$ cat config.mk
export PLATFORM = sky130hd
export DESIGN_NAME = tx_link_scheduler
export DESIGN_NICKNAME = d
export VERILOG_FILES = /design/src/rtl/tx_link_scheduler.sv
export SDC_FILE = /design/constraint.sdc
export NUM_CORES = 1
export LEC_CHECK = 0
export ABC_AREA = 1
export CORE_ASPECT_RATIO = 0.5
export CORE_MARGIN = 4
export CORE_UTILIZATION = 30
export DETAILED_ROUTE_END_ITERATION = 6
export GPL_ROUTABILITY_DRIVEN = 0
export PLACE_DENSITY = 0.59
export SETUP_SLACK_MARGIN = 0.5
export SLEW_MARGIN = 0
export SYNTH_ARGS = -nofsm -noshare
export SYNTH_HDL_FRONTEND = slang
export SYNTH_SLANG_ARGS = --single-unit
$ cat constraint.sdc
create_clock -name clk_6M -period 8.1 [get_ports clk_6M]
set_input_delay 0.81 -clock clk_6M [delete_from_list [all_inputs] [get_ports clk_6M]]
set_output_delay 0.81 -clock clk_6M [all_outputs]
set_load 0.005 [all_outputs]
$ cat src/rtl/tx_link_scheduler.sv
// tx_link_scheduler: master-side per-slot LT_ADDR/packet-type scheduler with per-link ARQ tracking.
// Optional feature macro TX_SCHED_TPOLL_EN adds per-link poll-interval counters that preempt round-robin.
module tx_link_scheduler #(
    parameter int NLINK   = 7,
    parameter int TPOLL_W = 8
) (
    input  logic               clk_6M,
    input  logic               rstz,
    input  logic               p_1us,
    input  logic               m_tslot_p,
    input  logic               sched_en,
    input  logic [7:0]         link_active,
    input  logic [7:0]         txq_pending,
    input  logic [3:0]         regi_data_pktype,
    input  logic [TPOLL_W-1:0] regi_tpoll,
    input  logic [7:0]         dec_flow,
    input  logic [7:0]         dec_arqn,
    input  logic               ckheader_endp,
    input  logic               dec_hecgood,
    input  logic [2:0]         dec_lt_addr,
    output logic               sched_valid,
    output logic [2:0]         sched_lt_addr,
    output logic [3:0]         sched_pktype,
    output logic               sched_retx,
    output logic [7:0]         txq_pop,
    output logic               rsp_timeout_p
);
    typedef enum logic [1:0] {IDLE, ARB, GRANT, WAIT_RSP} state_t;
    state_t     state;
    logic [2:0] rr_ptr;
    logic [7:0] outst, act, elig, ack_clr, set_mask;
    logic       is_data, match;
    logic       data_hit, poll_hit, pre_hit, g_hit, g_data;
    logic [2:0] data_n, poll_n, pre_n, g_n, cand;

    function automatic logic [2:0] rr_wrap(input logic [2:0] p, input int i);
        logic [3:0] s;
        s = {1'b0, p} + 4'(i);
        return (s > 4'(NLINK)) ? 3'(s - 4'(NLINK)) : s[2:0];
    endfunction

    assign act   = link_active & 8'hFE;
    assign elig  = act & dec_flow & (txq_pending | outst);
    // A response only counts while its link is still up; otherwise the grant ages into a timeout.
    assign match = sched_en && state == WAIT_RSP && ckheader_endp && dec_hecgood &&
                   dec_lt_addr == sched_lt_addr && link_active[sched_lt_addr];
    assign ack_clr  = (match && is_data && dec_arqn[sched_lt_addr]) ? 8'b1 << sched_lt_addr : 8'b0;
    assign set_mask = (sched_en && state == ARB && g_hit && g_data) ? 8'b1 << g_n : 8'b0;

    always_comb begin
        data_hit = 1'b0;
        data_n   = '0;
        poll_hit = 1'b0;
        poll_n   = '0;
        cand     = '0;
        for (int i = NLINK - 1; i >= 0; i--) begin
            cand = rr_wrap(rr_ptr, i);
            if (elig[cand]) begin
                data_hit = 1'b1;
                data_n   = cand;
            end
            if (act[cand]) begin
                poll_hit = 1'b1;
                poll_n   = cand;
            end
        end
        g_hit  = pre_hit | data_hit | poll_hit;
        g_n    = pre_hit ? pre_n : data_hit ? data_n : poll_n;
        g_data = pre_hit ? elig[pre_n] : data_hit;
    end

`ifdef TX_SCHED_TPOLL_EN
    logic [TPOLL_W-1:0] cnt [1:NLINK];

    always_ff @(posedge clk_6M) begin
        for (int n = 1; n <= NLINK; n++) begin
            if (!rstz || !link_active[n])
                cnt[n] <= '0;
            else if (match && sched_lt_addr == 3'(n))
                cnt[n] <= TPOLL_W'(m_tslot_p);
            else if (m_tslot_p && ~&cnt[n])
                cnt[n] <= cnt[n] + 1'b1;
        end
    end

    always_comb begin
        pre_hit = 1'b0;
        pre_n   = '0;
        for (int n = NLINK; n >= 1; n--) begin
            if (act[n] && regi_tpoll != '0 && cnt[n] >= regi_tpoll) begin
                pre_hit = 1'b1;
                pre_n   = 3'(n);
            end
        end
    end
`else
    logic tpoll_unused;
    assign tpoll_unused = ^regi_tpoll;
    assign pre_hit      = 1'b0;
    assign pre_n        = '0;
`endif

    always_ff @(posedge clk_6M) begin
        if (!rstz) begin
            state         <= IDLE;
            sched_valid   <= 1'b0;
            sched_lt_addr <= '0;
            sched_pktype  <= '0;
            sched_retx    <= 1'b0;
            txq_pop       <= '0;
            rsp_timeout_p <= 1'b0;
            rr_ptr        <= 3'd1;
            outst         <= '0;
            is_data       <= 1'b0;
        end else begin
            txq_pop       <= ack_clr;
            rsp_timeout_p <= 1'b0;
            outst         <= ((outst & ~ack_clr) | set_mask) & act;
            if (!sched_en) begin
                state       <= IDLE;
                sched_valid <= 1'b0;
            end else begin
                case (state)
                    IDLE: if (m_tslot_p) state <= ARB;
                    ARB: begin
                        state       <= g_hit ? GRANT : IDLE;
                        sched_valid <= g_hit;
                        if (g_hit) begin
                            sched_lt_addr <= g_n;
                            sched_pktype  <= g_data ? regi_data_pktype : 4'b0001;
                            sched_retx    <= g_data && outst[g_n];
                            is_data       <= g_data;
                            if (!pre_hit) rr_ptr <= (g_n == 3'(NLINK)) ? 3'd1 : g_n + 3'd1;
                        end
                    end
                    GRANT: if (p_1us) state <= WAIT_RSP;
                    WAIT_RSP: begin
                        // A response arriving with the next slot pulse is consumed before re-arbitrating.
                        if (m_tslot_p || match) begin
                            state         <= m_tslot_p ? ARB : IDLE;
                            sched_valid   <= 1'b0;
                            rsp_timeout_p <= m_tslot_p && !match;
                        end
                    end
                    default: state <= IDLE;
                endcase
            end
        end
    end
endmodule
==> metrics, run 1 <==
outcome complete, no violations; number of global-route vias before repair approximately 4200; First DRT Iteration DRCs 424; CTS Root Cell clkbuf_16; Setup Fix Bufs, Post-CTS 0; HPWL Detailed around 11000 um; initial antenna violation count 0; Remaining Overflow, GRT 0; top cell type's share of synthesized area between 20 and 25%; later-pin clock latency in the skew report 280 ps; top-level port count ~70; core area around 0.012 mm2; first-pass GRT wire length around 21000 um; I/O Buffers 61; synth unique cells 42; sequential share of the synthesized area about 17%; Max VDD drop about 0.000097 V; Yosys Warn Count 0; pre-CTS WS a little under 4000 ps; drt wl/cell around 15 um; kind of start point of the critical path register; worst path required time 8250 ps; Layout Nets between 800 and 900; number of gates resized after CTS 0; CP max stage delay a little over 800 ps; leading area contributor after synthesis nand2_1; Hold Violations, Final 0; top_reg_cell synth dfxtp_1; crit path kind reg -> reg; Most common cell on crit path nand2_1; CP bufs+invs 3; setup ws final about 3700 ps; top post-synthesis cells by area nand2_1, dfxtp_1, nand3_1; FF+latch area 620.6 um2; Final Routed Wirelength around 13000 um; crit path time final 4370 ps; crit-path cells inv_2 > ha_1 > inv_2 > o21ai_0 > o21ai_0 > nand2_1 > nand2_1 > nand2_1 > nand4_1 > nor4b_1 > nand2_1 > nand3_2 > inv_1 > o22ai_1 > nand2_1; Antenna Cells 0; H-tree Lvls 2; P&R area growth vs syn 22.98%; Slew @ Worst Pin roughly 780 ps; Crit. End Element register; pwr/cell area between 150 and 200 mW/mm2; hold_buf cts 0; critical path fanouts, max 21; Max-slew headroom between 40% and 50%; Fin Setup TNS 0 ps; slowest stage cell, crit path dfxtp_1; Min-Delay Path Class reg -> reg; Synth Instances slightly below 700; footprint of the multi-input gates ~0.0027 mm2; Worst-path clk slew about 50 ps; Slew Limit Fails 0; Synth async-reset ratio 0%; layout cells sized above 1 between 6 and 7%; die height a little under 90 um; Die Area approximately 0.014 mm2; Worst Path Arrival between 4000 and 5000 ps; Via-to-Cell Ratio between 5 and 6; fmax 0.2289 GHz; via count ~4600; Mean Syn Cell Area between 5 and 6 um2; Final period util between 50% and 60%; GRT Resource Usage Total between 10% and 20%; largest net degree at the start of global routing 22; Pwr Total roughly 740 uW; #FFs+latches synth 31; RSZ-0062 raised after global routing no; std cell rows 28; Leak 2.208 nW; ANT nets after route 0; Die W roughly 170 um; first drt pass iteration count 5; CTS Buf Count 5; CP top delay family simple AND/OR/NAND/NOR gates; syn_nets 752; Setup Skew approximately 4.9 ps; drt drc 0; Post-synth EDFFs 0; CTS tree built; Max-Cap Viols 0; Synth Cell Area approximately 0.0038 mm2; Fillers between 1000 and 1500; CTS max path bufs 2; Initial Utilization between 30% and 40%; final setup vio count 0; number of clock sinks 31
==> cell usage after synthesis (2+ instances only) <==
| cell type | number |
|---|---|
| nand3_1 | 75 |
| ha_1 | 14 |
| nand2_4 | 2 |
| nand2_2 | 12 |
| inv_1 | 83 |
| o21ai_1 | 9 |
| nor2_1 | 46 |
| inv_2 | 8 |
| o211ai_1 | 11 |
| o21a_1 | 2 |
| nand4_1 | 9 |
| or2_2 | 3 |
| o22ai_1 | 7 |
| a21oi_1 | 35 |
| xnor2_1 | 2 |
| o21ai_0 | 36 |
| o21ai_2 | 2 |
| clkbuf_1 | 4 |
| buf_2 | 2 |
| buf_6 | 4 |
| buf_4 | 4 |
| nand3_2 | 5 |
| nor3_1 | 5 |
| xor2_1 | 5 |
| nor2_2 | 3 |
| and3_1 | 2 |
| nand2_1 | 249 |
| dfxtp_1 | 31 |
==> power by group <==
group          switching [mW]  internal, mW
clock network          0.0722         0.113
logic                   0.259         0.130
registers             0.00647         0.156
total                   0.337         0.399
==> metrics by stage <==
| stage | instance area, um2 | cells | util, % | hold slack, ps |
|---|---|---|---|---|
| floorplan | 3751 | 684 | - | 435.0 |
| global route | 4613 | 904 | 38.39 | 489.7 |
| detailed placement | 4468 | 896 | 37.18 | 462.3 |
| CTS | 4613 | 904 | 38.39 | 470.0 |
| finish | 4613 | 904 | 38.39 | 463.9 |
| global placement | 4468 | 896 | 37.18 | 448.7 |
==> layout by cell type (no fill, tap or decap), types with 2 or more instances in the layout <==
cell type,instances
o21a_1,2
nor3_1,5
inv_1,83
xor2_1,5
o21ai_2,2
nand2_2,12
nor2_2,3
clkdlybuf4s50_1,61
dfxtp_1,31
ha_1,14
nand2_4,2
nand4_1,9
and3_1,2
xnor2_1,2
o21ai_0,36
clkbuf_16,5
nor2_1,46
nand2_1,249
nand3_2,5
a21oi_1,35
or2_2,3
o211ai_1,11
o22ai_1,7
o21ai_1,9
clkinvlp_4,2
nand3_1,75
inv_2,8
==> tightest hold or removal path: stages (launching register included) <==
cell and delay (ps):
dfxtp_1 300, nand2_1 60, a21oi_1 50
==> cell type report <==
cell class | count | area share (%)
Clock buffer | 5 | 2.712
Tap cell | 165 | 4.475
Inverter | 92 | 7.486
Clock inverter | 3 | 0.4340
Multi-Input combinational cell | 547 | 58.20
Timing Repair Buffer | 61 | 13.24
Sequential cell | 31 | 13.45
==> path summary, 6_finish.rpt <==
path,from,end,slack (ps),cells after the start
hold reg to reg,sched_pktype[1],sched_pktype[1],460,2
hold / removal,sched_pktype[1],sched_pktype[1],460,2
setup reg to reg,rr_ptr[0],rr_ptr[0],3730,15
setup / recovery,rr_ptr[0],rr_ptr[0],3730,15
==> logic make-up after synthesis <==
logic type / Yosys count / share of synthesized area [%]
AND/OR/NAND/NOR: 418 / 48.67
flip-flops: 31 / 16.54
buffers and inverters: 106 / 11.87
adder cells (fa/ha/maj): 14 / 4.670
AO/OA/AOI/OAI: 108 / 16.61
XOR/XNOR: 7 / 1.634
==> sequential cells by signal, indices dropped and copies added, names as in the netlist, named ones only <==
register	count
txq_pop	8
sched_retx	1
sched_lt_addr	3
sched_valid	1
state	1
sched_pktype	4
outst	7
is_data	1
rr_ptr	3
rsp_timeout_p	1
==> per-layer routing <==
metal | wire length (um) | GRT usage, %
met1 | 6162 | 24.87
met2 | 5812 | 30.47
met3 | 1003 | 1.995
met4 | 233 | 5.015
met5 | 0 | 0
Power figures use the tool's default switching activity.
==> run 2, diff against run 1 <==
- clock period: 8.1 -> 4.5 ns (I/O delays scaled with it)
==> metrics, run 2 (synthesis results as in run 1) <==
Pwr Total 1.324 mW (+80%); Min-Delay Path Class reg -> reg; Max VDD drop 0.0001504 V (+56%); Remaining Overflow, GRT 0 (unchanged); kind of start point of the critical path register; gr busiest metal met2; CTS Buf Count 5 (unchanged); Max-Cap Viols 0 (unchanged); Slew Limit Fails 0 (unchanged); CTS Root Cell clkbuf_16; R2R depth 14 (-1); Final period util 82.99% (+29 points); RSZ-0062 raised after global routing no; Via-to-Cell Ratio 5.048 (-0.21%); Most common cell on crit path nand2_1; biggest registers after layout txq_pop: 8 flops, outst: 7 flops, sched_pktype: 4 flops; Setup Fix Bufs, Post-CTS 0 (unchanged); die height 87.07 um (unchanged); Fillers 1330 (-0.60%); crit path kind reg -> reg; Worst-path clk slew 50 ps (about the same); max reg flops 8 (unchanged); Layout Nets 815 (+1.1%); drt drc 0 (unchanged); later-pin clock latency in the skew report 270 ps (about the same); GR met1 Demand/Resource 24.10% (-0.77 points); Leak 2.251 nW (+1.9%); number of clock sinks 31 (unchanged); H-tree Lvls 2 (unchanged); Reg with most FFs txq_pop; commonest non-fill, non-tap cells in the layout nand2_1, inv_1, nand3_1; drt wl/cell 14.98 um (+2.5%); Setup Skew 3.102 ps (-1.831 ps); first-pass GRT wire length 21450 um (-0.16%); P&R area growth vs syn 24.95%; outcome complete, no violations; First DRT Iteration DRCs 415 (-2.1%); Sequential Power Share 22.0% (about the same); critical path fanouts, max 14 (-33%); critical path depth in cells 14 (-1); worst hold stages 2 (unchanged); Slew @ Worst Pin 674.3 ps (-105.9 ps); Int Pwr 726.8 uW (+82%); first drt pass iteration count 5 (unchanged); std cell rows 28 (unchanged); Antenna Cells 0 (unchanged); Net Sw Frac 45.11% (-0.70 points); crit path time final 3734 ps (-635.2 ps); CP max stage delay 500 ps (-320 ps); crit-path cells inv_1 > ha_2 > nand2_1 > o21ai_1 > inv_2 > o21ai_0 > nor2_1 > nor2_1 > nor4b_1 > nand2_1 > nand3_2 > inv_1 > o22ai_1 > nand2_1; ANT nets after route 0 (unchanged); top-level port count 72 (unchanged); Initial Utilization 31.22% (unchanged); Die W 166.1 um (unchanged); number of global-route vias before repair 4216 (-0.31%); CP bufs+invs 3 (unchanged); Comb power frac 53.7% (+1.0 points); Crit. End Element register; Die Area 0.01447 mm2 (unchanged); final design instance area without fill 0.004687 mm2 (+1.6%); commonest non-fill, non-tap cell in the layout nand2_1; setup ws final 765.6 ps (-2965 ps); Fin Setup TNS 0 ps (unchanged); Clock power frac 24.3% (-0.9 points); CTS tree built; HPWL Detailed 10930 um (+3.7%); core area 0.01202 mm2 (unchanged); I/O Buffers 61 (unchanged); pre-CTS WS 757.6 ps (-3104 ps); met3 usage 2.629% (+0.63 points); hold_buf cts 0 (unchanged); GRT Resource Usage Total 18.24% (+0.14 points); slowest stage cell, crit path ha_2; GR Layer Usage met2 30.81% (+0.33 points); Hold Violations, Final 0 (unchanged); largest net degree at the start of global routing 16 (-27%); Max-slew headroom 54.88% (+7.0 points); NetSw 597.5 uW (+77%); layout cells sized above 1 8.155% (+1.5 points); worst path required time 4640 ps (-3610 ps); Post-DP Area 0.004536 mm2 (+1.5%); CP top delay family simple AND/OR/NAND/NOR gates; Worst Path Arrival 3870 ps (-650 ps); fmax 0.2678 GHz (+17%); via count 4609 (+0.79%); initial antenna violation count 0 (unchanged); pwr/cell area 282.5 mW/mm2 (+77%); Final Routed Wirelength 13680 um (+3.6%); final setup vio count 0 (unchanged); CTS max path bufs 2 (unchanged)
run 2: area by class of cell:
type	count	area (um2)	share of cell area, %
timing repair buffer	70	678.2	14.47
sequential	31	621.8	13.27
inverter	92	345.3	7.368
clock inverter	2	12.51	0.2670
tap	165	206.4	4.405
clock buffer	6	128.9	2.750
multi-input combinational	547	2694	57.47
run 2: worst paths after layout:
check	startpoint	end	slack (ps)
max	rr_ptr[1]	rr_ptr[0]	770
max reg2reg	rr_ptr[1]	rr_ptr[0]	770
min	sched_pktype[1]	sched_pktype[1]	460
min reg2reg	sched_pktype[1]	sched_pktype[1]	460
run 2: layer usage:
layer / part of all wire, % / vias to the layer above
met1: 46 / 2071
met4: 2.7 / 0
met2: 44 / 168
met3: 7.4 / 26
li1: - / 2344
met5: 0 / -
run 2: worst reg2reg max path: stages, from the launching register on:
cell and delay, ps:
dfxtp_1 490, inv_1 250, ha_2 500, nand2_1 80
o21ai_1 240, inv_2 140, o21ai_0 270, nor2_1 70
nor2_1 350, nor4b_1 340, nand2_1 170, nand3_2 260
inv_1 140, o22ai_1 210, nand2_1 90
run 2: repair_timing:
action                                 4_1_cts  5_1_grt
endpoints found under the hold margin        0        0
resized for setup                            0        4
setup endpoints to repair                    0        7
run 2: power groups by stage:
stage | registers [mW] | logic, mW | clock network [mW]
3_3_place_gp | 0.297 | 0.686 | 0
5_1_grt | 0.292 | 0.797 | 0.342
6_report | 0.291 | 0.711 | 0.321
4_1_cts | 0.291 | 0.699 | 0.326
3_5_place_dp | 0.297 | 0.695 | 0
2_1_floorplan | 0.293 | 0.513 | 0
run 2: stage by stage:
| step | hold slack, ps | util [%] | cells |
|---|---|---|---|
| final | 463.6 | 39.00 | 913 |
| after global routing | 480.4 | 39.00 | 913 |
| after CTS | 469.2 | 38.92 | 913 |
| after detailed placement | 462.0 | 37.74 | 905 |
| after global placement | 451.2 | 37.74 | 905 |
| after floorplan | 435.0 | - | 684 |
